$ cat config.mk
export PLATFORM = sky130hd
export DESIGN_NAME = pre_if_fetch
export DESIGN_NICKNAME = d
export VERILOG_FILES = /design/src/rtl/pre_if_fetch.sv
export SDC_FILE = /design/constraint.sdc
export NUM_CORES = 1
export LEC_CHECK = 0
export CAP_MARGIN = 20
export CORE_ASPECT_RATIO = 0.7
export CORE_MARGIN = 3
export CORE_UTILIZATION = 40
export DETAILED_ROUTE_END_ITERATION = 10
export GPL_TIMING_DRIVEN = 0
export PLACE_DENSITY = 0.82
export SYNTH_ARGS = -nofsm -noshare
export SYNTH_HDL_FRONTEND = slang
export SYNTH_SLANG_ARGS = --single-unit
$ cat constraint.sdc
create_clock -name clk -period 6.39 [get_ports clk]
set_clock_uncertainty 0.1 [all_clocks]
set_input_delay 1.278 -clock clk [delete_from_list [all_inputs] [get_ports clk]]
set_output_delay 1.278 -clock clk [all_outputs]
set_load 0.02 [all_outputs]
$ cat src/rtl/pre_if_fetch.sv
// rtl/pre_if_fetch.sv - fetch front end: PC generation, SRAM-like instruction port, one-word output buffer
module pre_if_fetch #(
  parameter logic [31:0] RESET_PC = 32'h1c000000
) (
  input  logic        clk,
  input  logic        reset,
  output logic        inst_sram_req,
  output logic        inst_sram_wr,
  output logic [1:0]  inst_sram_size,
  output logic [3:0]  inst_sram_wstrb,
  output logic [31:0] inst_sram_addr,
  output logic [31:0] inst_sram_wdata,
  input  logic        inst_sram_addr_ok,
  input  logic        inst_sram_data_ok,
  input  logic [31:0] inst_sram_rdata,
  input  logic [32:0] BR_BUS,
  input  logic        wb_ex,
  input  logic [31:0] ex_entry,
  input  logic        ertn_flush,
  input  logic [31:0] era_pc,
  input  logic        IF_allow_in,
  output logic        PF_valid,
  output logic [31:0] PF_pc,
  output logic [31:0] PF_inst,
  output logic        PF_excep
);

  typedef enum logic [1:0] {
    S_IDLE = 2'd0,
    S_REQ  = 2'd1,
    S_WAIT = 2'd2,
    S_HOLD = 2'd3
  } state_t;

  state_t      state, state_nxt;
  logic [31:0] pc, pc_nxt;
  logic [31:0] req_addr, req_addr_nxt;
  logic        stale, stale_nxt;
  logic [31:0] buf_pc, buf_pc_nxt;
  logic [31:0] buf_inst, buf_inst_nxt;
  logic        buf_excep, buf_excep_nxt;

  logic        br_taken;
  logic [31:0] br_target;
  logic        redir;
  logic [31:0] redir_target;
  logic        misaligned;

  assign br_taken     = BR_BUS[0];
  assign br_target    = BR_BUS[32:1];
  assign redir        = ertn_flush | wb_ex | br_taken;
  assign redir_target = ertn_flush ? era_pc : (wb_ex ? ex_entry : br_target);
  assign misaligned   = (req_addr[1:0] != 2'b00);

  assign inst_sram_wr    = 1'b0;
  assign inst_sram_size  = 2'b10;
  assign inst_sram_wstrb = 4'b0000;
  assign inst_sram_wdata = 32'h0;
  // A misaligned address never reaches the SRAM; it is reported as ADEF instead.
  assign inst_sram_req   = (state == S_REQ) && !misaligned;
  assign inst_sram_addr  = req_addr;

  // A redirect in the hold cycle kills the buffered word before it is handed over.
  assign PF_valid = (state == S_HOLD) && !redir;
  assign PF_pc    = buf_pc;
  assign PF_inst  = buf_inst;
  assign PF_excep = buf_excep;

  // State register.
  always_ff @(posedge clk or posedge reset) begin
    if (reset) state <= S_IDLE;
    else       state <= state_nxt;
  end

  // Datapath registers: PC, request address, stale flag and output buffer.
  always_ff @(posedge clk or posedge reset) begin
    if (reset) begin
      pc        <= RESET_PC;
      req_addr  <= RESET_PC;
      stale     <= 1'b0;
      buf_pc    <= 32'h0;
      buf_inst  <= 32'h0;
      buf_excep <= 1'b0;
    end else begin
      pc        <= pc_nxt;
      req_addr  <= req_addr_nxt;
      stale     <= stale_nxt;
      buf_pc    <= buf_pc_nxt;
      buf_inst  <= buf_inst_nxt;
      buf_excep <= buf_excep_nxt;
    end
  end

  // Next-state and datapath update; any redirect always retargets pc.
  always_comb begin
    state_nxt     = state;
    pc_nxt        = redir ? redir_target : pc;
    req_addr_nxt  = req_addr;
    stale_nxt     = stale;
    buf_pc_nxt    = buf_pc;
    buf_inst_nxt  = buf_inst;
    buf_excep_nxt = buf_excep;
    case (state)
      S_IDLE: begin
        state_nxt    = S_REQ;
        req_addr_nxt = redir ? redir_target : pc;
      end
      S_REQ: begin
        if (misaligned) begin
          // Nothing is in flight, so a redirect can simply replace the address.
          if (redir) begin
            req_addr_nxt = redir_target;
          end else begin
            state_nxt     = S_HOLD;
            buf_pc_nxt    = req_addr;
            buf_inst_nxt  = 32'h0;
            buf_excep_nxt = 1'b1;
          end
        end else begin
          // The address must stay stable until accepted; remember the redirect instead.
          if (redir) stale_nxt = 1'b1;
          if (inst_sram_addr_ok) state_nxt = S_WAIT;
        end
      end
      S_WAIT: begin
        if (inst_sram_data_ok) begin
          if (stale || redir) begin
            state_nxt    = S_REQ;
            req_addr_nxt = redir ? redir_target : pc;
            stale_nxt    = 1'b0;
          end else begin
            state_nxt     = S_HOLD;
            buf_pc_nxt    = req_addr;
            buf_inst_nxt  = inst_sram_rdata;
            buf_excep_nxt = 1'b0;
          end
        end else if (redir) begin
          stale_nxt = 1'b1;
        end
      end
      S_HOLD: begin
        if (redir) begin
          state_nxt    = S_REQ;
          req_addr_nxt = redir_target;
        end else if (IF_allow_in) begin
          state_nxt    = S_REQ;
          pc_nxt       = pc + 32'd4;
          req_addr_nxt = pc + 32'd4;
        end
      end
      default: state_nxt = S_IDLE;
    endcase
  end

endmodule

After elaboration in Yosys (flattened, before gate mapping)

Index checks and enable logic that the tools add are counted.

Logic and storage cells: 77
Flip-flop bits (word level): 132

Bitwise gates (word level): 2
$add $sub $neg: 1
Muxes and demuxes: 41
Eq/ne operators: 14
Reductions and logical operators: 12

Operator list:

| operator                | count |
|---|---|
| $mux W32                | 20 |
| $pmux W32 S2            | 2 |
| $pmux W32 S4            | 1 |
| $add A32 B3 Y32 const B | 1 |
| $mux W2                 | 7 |
| $ne A2 B2 Y1 const B    | 7 |
| $ne A3 B3 Y1 const B    | 4 |
| $reduce_and A5 Y1       | 2 |
| $mux W1                 | 8 |
| $pmux W2 S4             | 1 |
| $eq A2 B2 Y1 const B    | 2 |
| $pmux W1 S2             | 2 |
| $reduce_and A4 Y1       | 1 |
| $reduce_bool A2 Y1      | 2 |
| $reduce_and A3 Y1       | 1 |
| $eq A2 B1 Y1 const B    | 1 |
| $logic_and A1 B1 Y1     | 2 |
| $logic_not A1 Y1        | 2 |
| $logic_not A2 Y1        | 1 |
| $or A1 B1 Y1            | 2 |
| $logic_or A1 B1 Y1      | 1 |

Longest topological paths before layout

Gate-level depths: netlist of the first run.

Word-level depth: 6
Mapped depth: 8
Gate-level depth less buffers: 7

Worst setup path before layout of the first run

Ideal clock, no wire load.

Kind: input -> output
Start point: input port BR_BUS[0]
End point: output port PF_valid
Data arrival time: 2457 ps
Cell stages on the path: 4
Path slack: 2555 ps
Required time: 5012 ps
Buffers on the path: 2
Cell sequence: or4b_1 clkbuf_1 inv_2 clkbuf_1

Longest elaborated chain between the ends: 3

Ends and longest elaborated chain:

| what                | line | text |
|---|---|---|
| start: declaration  | 16   | `input logic [32:0] BR_BUS,` |
| $or A1 B1 Y1        | 51   | `assign redir = ertn_flush \| wb_ex \| br_taken;` |
| $logic_not A1 Y1    | 64   | `assign PF_valid = (state == S_HOLD) && !redir;` |
| $logic_and A1 B1 Y1 | 64   |  |
| end: declaration    | 22   | `output logic PF_valid,` |

No other way between the ends.

Worst setup path in the final report of the first run

Ends and elaborated chain as after synthesis.

==> impl_metrics.yaml, run 1 <==
run_status:
  outcome: "complete, no violations"
global_route:
  antenna_found_initial: 0
  grt_usage_pct: 25.82
  grt_max_degree: 92
  first_global_vias: 7455
  grt_pass1_wl_um: 42680
  grt_overflow: 0
synth:
  synth-seq-cells: 132
  ys_seq_area_share_pct: 42.07
  post-synth-top-count-cell: "nand2_1"
  synth_area_per_cell_um2: 8.853
  ys_types: 68
  synth_top_area_cell: "dfrtp_1"
  synthCells: 889
  synth_top_flop_cell: "dfrtp_1"
  synth_area_leaders: "dfrtp_1 (40%), nand2_1 (6.7%), mux2i_1 (4.8%)"
  syn_area_um2: 7870
  synth_edf_count: 0
  async_flop_share_pct: 100.0
  ys_top_cells_by_count: "nand2_1 (141), dfrtp_1 (126), o21ai_1 (58)"
  synth_top_area_share_pct: 40.06
  synth_warnings: 0
sta:
  max_slew_margin_pct: 30.04
  rsz0062_at_grt: "false"
  worstMarginPinSlew_ns: 1.049
  finalSetupViolCount: 0
  period_minus_slack_ns: 5.621
  max_freq_mhz: 177.9
  post-route-period-util_pct: 87.96
  hold_viol: 0
  fin_ws_ns: 0.7694
  final_max_slew_viol_count: 0
clock_tree:
  clkLatencyLatePin_ns: 0.42
  htreeDepth: 4
  path_clk_slew_ns: 0.06
  tritoncts: "built"
  holdBufCountCts: 0
  cts_resized: 0
  clock_path_buffers: 2
  root_buffer: "clkbuf_16"
  numCtsBuffers: 17
  postCtsSetupRepairBufs: 0
  cts_sinks: 132
worst_setup_path:
  criticalPathCategory: "in2out"
  path_max_fanout: 10
  startpoint_type: "input pin"
  rr_endpoint: "inst_sram_addr[6]"
  endpoint: "PF_valid"
  worstSetupStartpoint: "BR_BUS[0]"
  r2r_cells: 8
  worstReg2RegStart: "state[1]"
  critical_path_arrival_ns: 4.24
  worstSetupEndpointType: "primary output"
  worstPathRequired_ns: 5.01
  reg2reg_slack_ns: 2.72
hold_path:
  hold_class: "reg2reg"
floorplan:
  dieArea_um2: 21420
  start_util_pct: 41.26
  fp-row-count: 42
  die-width_um: 173.7
  io_pins: 274
  core_area_um2: 19080
  die_h_um: 123.4
detailed_routing:
  drt_iter0_drc: 714
  dr_total_vias: 7788
  remaining_drc_errors: 0
  drt_pass1_iterations: 6
  antenna_left: 0
  wl_per_cell_um: 19.32
  drt-total-wl_um: 28150
  vias_per_cell: 5.345
place:
  dp_cells: 1425
  dp_slack_ns: 0.8421
  gp_congestion: 0.9642
  port-buffer-count: 234
  place_hpwl_um: 21350
cells_and_area:
  drive_above_1_share_pct: 9.053
  fin_cells: 1457
  antenna_cells: 0
  syn_to_final_growth_pct: 43.40
  final_nets: 1320
run:
  drv_cap: 0
pwr:
  pwr_density_cell_nw_per_um2: 408.6
  power_leakage_nw: 4.568
  peakVddDrop_uv: 215.9
==> flip-flops by register name, summed over array words and instances (netlist names) <==
signal	flops
PF_excep	1
PF_inst	32
PF_pc	32
inst_sram_addr	32
pc	32
stale	1
state	2
==> cells in the final DEF, fill, tap and decap left out, types with 15 or more instances in the layout <==
master,synthesis,layout
o21ai_1,58,58
mux2_1,29,29
dfrtp_1,126,126
a21oi_1,36,36
o21ai_0,33,33
clkbuf_1,56,56
nand2_1,141,141
inv_1,16,15
nand3_1,23,23
xnor2_1,24,24
conb_1,2,39
mux2i_1,38,38
a31oi_1,16,16
nor2_1,45,45
buf_4,40,40
nor3_1,15,15
clkbuf_16,0,17
clkdlybuf4s50_1,0,234
==> metal layers <==
metal | part of all wire [%] | GRT usage, % | routed length (um) | up-vias
li1 | - | - | - | 3642
met1 | 45 | 36.43 | 12550 | 3690
met2 | 43 | 38.96 | 12090 | 416
met3 | 11 | 7.305 | 3048 | 40
met4 | 1.6 | 7.380 | 459 | 0
met5 | 0 | 0 | 0 | -
==> logic make-up after synthesis <==
group	count (synthesis)	share of synthesized area, %
AO/OA/AOI/OAI	213	16.73
XOR/XNOR	34	3.784
other	2	0.09543
multiplexers	70	9.412
AND/OR/NAND/NOR	305	19.00
buffers and inverters	129	8.283
flip-flops	132	42.07
adder cells (fa/ha/maj)	4	0.6360
==> per-stage QoR <==
stage               cell area (um^2)  utilization (%)  power (mW)  TNS [ns]  hold slack [ns]
finish                         11290            59.16       4.611         0           0.3830
global route                   11290            59.16       4.858         0           0.4006
CTS                            11290            59.16       4.623         0           0.3887
detailed placement             10710            56.17       3.653         0           0.3745
global placement               10680            56.00       3.602    -63.29           0.3667
floorplan                       8009                -       2.590         0           0.3725
==> report_power, final <==
part           switching (mW)  internal, mW  leakage (nW)
registers               0.219          1.16          1.62
logic                    1.31         0.963          2.68
clock network           0.418         0.544         0.269
==> worst min path at each step <==
stage | to | slack (ns) | cells after the start | from
6_report | PF_inst[15] | 0.38 | 2 | PF_inst[15]
5_1_grt | PF_pc[19] | 0.40 | 1 | PF_pc[19]
4_1_cts | PF_pc[11] | 0.39 | 2 | PF_pc[11]
3_5_place_dp | PF_inst[15] | 0.37 | 2 | PF_inst[15]
3_3_place_gp | PF_inst[6] | 0.37 | 2 | PF_inst[6]
2_1_floorplan | pc[0] | 0.37 | 1 | pc[0]
==> final cells by class <==
type | count | area [um^2]
Buffer | 112 | 588.1
Clock buffer | 17 | 425.4
Clock inverter | 15 | 146.4
Fill cell | 1658 | 7790
Inverter | 17 | 68.82
Multi-Input combinational cell | 665 | 4046
Sequential cell | 132 | 3311
Tap cell | 264 | 330.3
Timing Repair Buffer | 235 | 2370
==> worst max-delay path, cell delays in order <==
cell and delay, ns:
clkdlybuf4s50_1 0.53, or4b_1 0.55, clkbuf_1 0.32, inv_2 0.25, clkbuf_1 0.55, clkdlybuf4s50_1 0.74
(Power assumes the default switching activity.)
==> run 2, diff against run 1 <==
- DONT_BUFFER_PORTS: not set -> 1
- PLACE_DENSITY: 0.82 -> 0.64
==> run 2 against run 1 <==
Net effect:
- clock-buffer cell count up 1
- non-clock buffer count is 234 lower
- global-route usage fell by 1.3 points
- cell area is 20% lower
- register-to-register slack is essentially flat
==> impl_metrics.yaml, run 2 (synthesized netlist as in run 1, its figures left out) <==
run_status:
  outcome: "complete, no violations"
clock_tree:
  holdBufCountCts: 0
  root_buffer: "clkbuf_16"
  clkLatencyLatePin_ns: 0.42
  postCtsSetupRepairBufs: 0
  cts_resized: 0
  numCtsBuffers: 17
  path_clk_slew_ns: 0.06
  cts_sinks: 132
  htreeDepth: 4
  tritoncts: "built"
  clock_path_buffers: 2
floorplan:
  io_pins: 274
  start_util_pct: 41.26
  die-width_um: 173.7
  core_area_um2: 19080
  fp-row-count: 42
  dieArea_um2: 21420
  die_h_um: 123.4
detailed_routing:
  remaining_drc_errors: 0
  drt_pass1_iterations: 5
  antenna_left: 0
  drt_iter0_drc: 810
  vias_per_cell: 5.658
  drt-total-wl_um: 26900
  dr_total_vias: 6920
  wl_per_cell_um: 21.99
sta:
  fin_setup_tns_ns: 0
  max_freq_mhz: 222.5
  hold_viol: 0
  period_minus_slack_ns: 4.495
  rsz0062_at_grt: "false"
  post-route-period-util_pct: 70.34
  final_max_slew_viol_count: 0
  worstMarginPinSlew_ns: 0.9363
  max_slew_margin_pct: 37.58
  finalSetupViolCount: 0
global_route:
  antenna_found_initial: 0
  grt_pass1_wl_um: 39860
  first_global_vias: 6393
  grt_usage_pct: 24.56
  grt_max_degree: 73
  grt_overflow: 0
cells_and_area:
  final_nets: 1086
  layout_commonest_cell: "nand2_1"
  drive_above_1_share_pct: 11.26
  fin_cells: 1223
  utilization_pct: 47.07
  antenna_cells: 0
  seq_area_um2: 3311
  multi_input_area_um2: 4046
  num-fill-cells: 1887
  syn_to_final_growth_pct: 14.09
  layout_common_cells: "nand2_1 (141), dfrtp_1 (126), o21ai_1 (58)"
pwr:
  pwr-share-clk_pct: 25.0
  peakVddDrop_uv: 227.2
  pwr_density_cell_nw_per_um2: 451.6
  p_total_mw: 4.055
  p_int_mw: 2.192
  switching_share_pct: 45.94
  p_sw_mw: 1.863
  p_seq_share_pct: 44.1
  p_comb_share_pct: 30.9
  power_leakage_nw: 3.699
hold_path:
  min_from: "pc[0]"
  hold_depth: 1
  min_to: "pc[0]"
  hold_class: "reg2reg"
worst_setup_path:
  rr_endpoint: "inst_sram_addr[4]"
  r2r_cells: 8
  reg2reg_slack_ns: 2.72
  worstPathRequired_ns: 5.01
  cpMostUsedCell: "clkbuf_1"
  criticalPathCategory: "in2out"
  critPathSlowestCell: "clkbuf_1"
  cp_cell_sequence: "or4b_1 -> clkbuf_1 -> inv_2 -> clkbuf_1"
  worstSetupEndpointType: "primary output"
  startpoint_type: "input pin"
  critical_path_arrival_ns: 3.12
  path_max_fanout: 10
  worstReg2RegStart: "state[0]"
  max_stage_delay_ns: 0.73
run:
  drv_cap: 0
place:
  place_hpwl_um: 19710
  gp_congestion: 0.9390
  port-buffer-count: 0
  dp_cells: 1191
[run 2: changes by cell type in the layout (fill, tap and decap cells not counted), sizes merged]
cell and change:
clkbuf +1, bufinv +1, clkdlybuf4s50 -234, inv +1, clkinvlp -3
[run 2: power groups by stage]
stage / Sequential (mW) / Clock, mW / Combinational, mW
2_1_floorplan: 1.69 / 0 / 0.904
3_3_place_gp: 1.80 / 0 / 1.22
3_5_place_dp: 1.81 / 0 / 1.24
4_1_cts: 1.80 / 1.03 / 1.25
5_1_grt: 1.83 / 1.07 / 1.38
6_report: 1.79 / 1.01 / 1.25
[run 2: stage by stage]
| stage | setup slack, ns | cell area [um^2] | hold WS (ns) |
|---|---|---|---|
| 2_1_floorplan | 1.496 | 8009 | 0.3725 |
| 3_3_place_gp | -0.2257 | 8339 | 0.3803 |
| 5_1_grt | 1.859 | 8979 | 0.4328 |
| 6_report | 1.895 | 8979 | 0.4050 |
| 3_5_place_dp | 1.937 | 8372 | 0.3896 |
| 4_1_cts | 1.924 | 8979 | 0.4096 |
[run 2: layout make-up]
type                    instances  area share [%]
multi-input cells             665           45.07
flip-flops and latches        132           36.87
plain buffers                 112           6.550
clock buffers                  18           4.891
well taps                     264           3.679
clock inverters                14           1.867
inverters                      17          0.7664
repair buffers                  1          0.3066
[run 2: metal layers]
layer	vias to the layer above	GRT usage, %	wire length (um)
met2	389	36.26	11410
met5	-	0	0
met1	3302	35.42	12280
met3	31	7.919	2812
met4	0	5.020	397
li1	3198	-	-
[run 2: worst max-delay path, delay by kind of cell]
family / cells / cell delay [ns]
buf+inv: 3 / 1.32
simple gates: 1 / 0.51
[run 2: worst max-delay path by stage]
stage | cells after the start | to | slack, ns | start
global placement | 1 | PF_pc[6] | -0.23 | reset
CTS | 4 | PF_valid | 1.92 | BR_BUS[0]
finish | 4 | PF_valid | 1.90 | BR_BUS[0]
global route | 4 | PF_valid | 1.86 | BR_BUS[0]
floorplan | 1 | PF_excep | 1.50 | reset
detailed placement | 4 | PF_valid | 1.94 | BR_BUS[0]
==> run 3, diff against run 2 <==
- PLACE_DENSITY: 0.64 -> 0.66
- clock period: 6.39 -> 3.8 ns (I/O delays scaled with it)
==> run 3 against run 2 <==
Net effect:
- routed wire length is 0.37% higher
- clock power increased by 83%
- register-to-register slack got worse by 2.3 ns
- flip-flop and latch count did not move
- utilization grew 0.41 points
- sequential power rose by 68%
- highest routed layer unchanged
==> impl_metrics.yaml, run 3 (synthesized netlist as in run 1, its figures left out) <==
run_status:
  outcome: "complete, no violations"
clock_tree:
  tritoncts: "built"
  root_buffer: "clkbuf_16"
  cts_resized: 0
  htreeDepth: 4
  path_clk_slew_ns: 0.06
  numCtsBuffers: 17
  clock_path_buffers: 2
  postCtsSetupRepairBufs: 0
  cts_sinks: 132
  holdBufCountCts: 0
  clkLatencyLatePin_ns: 0.43
detailed_routing:
  drt-total-wl_um: 27000
  antenna_left: 0
  remaining_drc_errors: 0
  wl_per_cell_um: 22.04
  vias_per_cell: 5.666
  dr_total_vias: 6941
  drt_iter0_drc: 773
  drt_pass1_iterations: 5
worst_setup_path:
  crit_buf_inv: 3
  cp_cell_sequence: "ha_1 -> or4b_1 -> clkbuf_1 -> inv_2 -> clkbuf_1"
  r2r_cells: 8
  cpMostUsedCell: "clkbuf_1"
  criticalPathCategory: "reg2out"
  max_stage_delay_ns: 0.70
  worstReg2RegStart: "state[1]"
  startpoint_type: "flip-flop"
  rr_endpoint: "inst_sram_addr[6]"
  crit_family: "buffers and inverters"
  worstPathRequired_ns: 2.94
  critPathSlowestCell: "clkbuf_1"
  critical_path_arrival_ns: 2.75
  path_max_fanout: 10
  reg2reg_slack_ns: 0.47
  worstSetupEndpointType: "primary output"
floorplan:
  fp-row-count: 42
  core_area_um2: 19080
  start_util_pct: 41.26
  die-width_um: 173.7
  die_h_um: 123.4
  io_pins: 274
  dieArea_um2: 21420
place:
  gp_congestion: 0.9641
  place_hpwl_um: 20020
  dp_slack_ns: 0.4411
  port-buffer-count: 0
  dp_cells: 1193
global_route:
  grt_usage_pct: 24.67
  grt_overflow: 0
  grt_max_degree: 42
  antenna_found_initial: 0
  first_global_vias: 6609
  grt_pass1_wl_um: 40390
hold_path:
  hold_class: "in2async"
sta:
  worstMarginPinSlew_ns: 0.9588
  hold_viol: 0
  finalSetupViolCount: 0
  rsz0062_at_grt: "false"
  max_freq_mhz: 277.2
  fin_setup_tns_ns: 0
  max_slew_margin_pct: 36.08
  whs_ns: 0.2459
  post-route-period-util_pct: 94.92
  fin_ws_ns: 0.1929
  period_minus_slack_ns: 3.607
  final_max_slew_viol_count: 0
pwr:
  power_leakage_nw: 3.720
  p_total_mw: 6.957
  peakVddDrop_uv: 322.7
  pwr_density_cell_nw_per_um2: 768.1
run:
  drv_cap: 0
cells_and_area:
  fin_cells: 1225
  drive_above_1_share_pct: 11.34
  antenna_cells: 0
  final_nets: 1088
  layout_common_cells: "nand2_1 (141), dfrtp_1 (126), o21ai_1 (58)"
  layout_commonest_cell: "nand2_1"
  syn_to_final_growth_pct: 15.09
==> run 3: cell type report <==
class | instances | area (um^2)
flip-flops and latches | 132 | 3311
repair buffers | 3 | 60.06
well taps | 264 | 330.3
clock inverters | 14 | 225.2
inverters | 17 | 67.56
clock buffers | 18 | 429.2
multi-input cells | 665 | 4046
fillers | 1855 | 10020
plain buffers | 112 | 588.1
==> run 3: power by group <==
group          switching [mW]  internal (mW)  leakage, nW
combinational            1.36          0.738         1.79
sequential               1.07           1.94         1.62
clock                   0.672           1.17        0.308
==> run 3: per-stage QoR <==
| stage | utilization (%) | area, um^2 |
|---|---|---|
| finish | 47.48 | 9057 |
| global route | 47.48 | 9057 |
| CTS | 47.48 | 9057 |
| detailed placement | 44.05 | 8403 |
| global placement | 43.74 | 8343 |
| floorplan | - | 8013 |
==> run 3: how the worst max path moves through the flow <==
| stage | from | endpoint | slack [ns] | cells after the start |
|---|---|---|---|---|
| after detailed placement | BR_BUS[0] | PF_valid | 0.44 | 4 |
| final | state[1] | PF_valid | 0.19 | 5 |
| after floorplan | BR_BUS[0] | PF_valid | 1.00 | 4 |
| after global placement | BR_BUS[0] | PF_valid | 0.43 | 4 |
| after CTS | state[1] | PF_valid | 0.19 | 5 |
| after global routing | state[1] | PF_valid | 0.05 | 5 |
==> run 3: per-layer routing <==
metal,share of wire (%),vias up,track usage (%)
met5,0,-,0
met3,11,39,8.932
met4,1.8,0,7.430
met2,43,379,36.35
li1,-,3188,-
met1,44,3335,34.08
==> run 3: worst reg2reg max path: stages (launching register included) <==
cell	delay [ns]
dfrtp_1	0.42
ha_1	0.24
or4b_1	0.17
clkbuf_1	0.45
o21bai_1	0.15
a22oi_1	0.70
clkbuf_1	0.55
o221ai_1	0.27
o21a_1	0.16
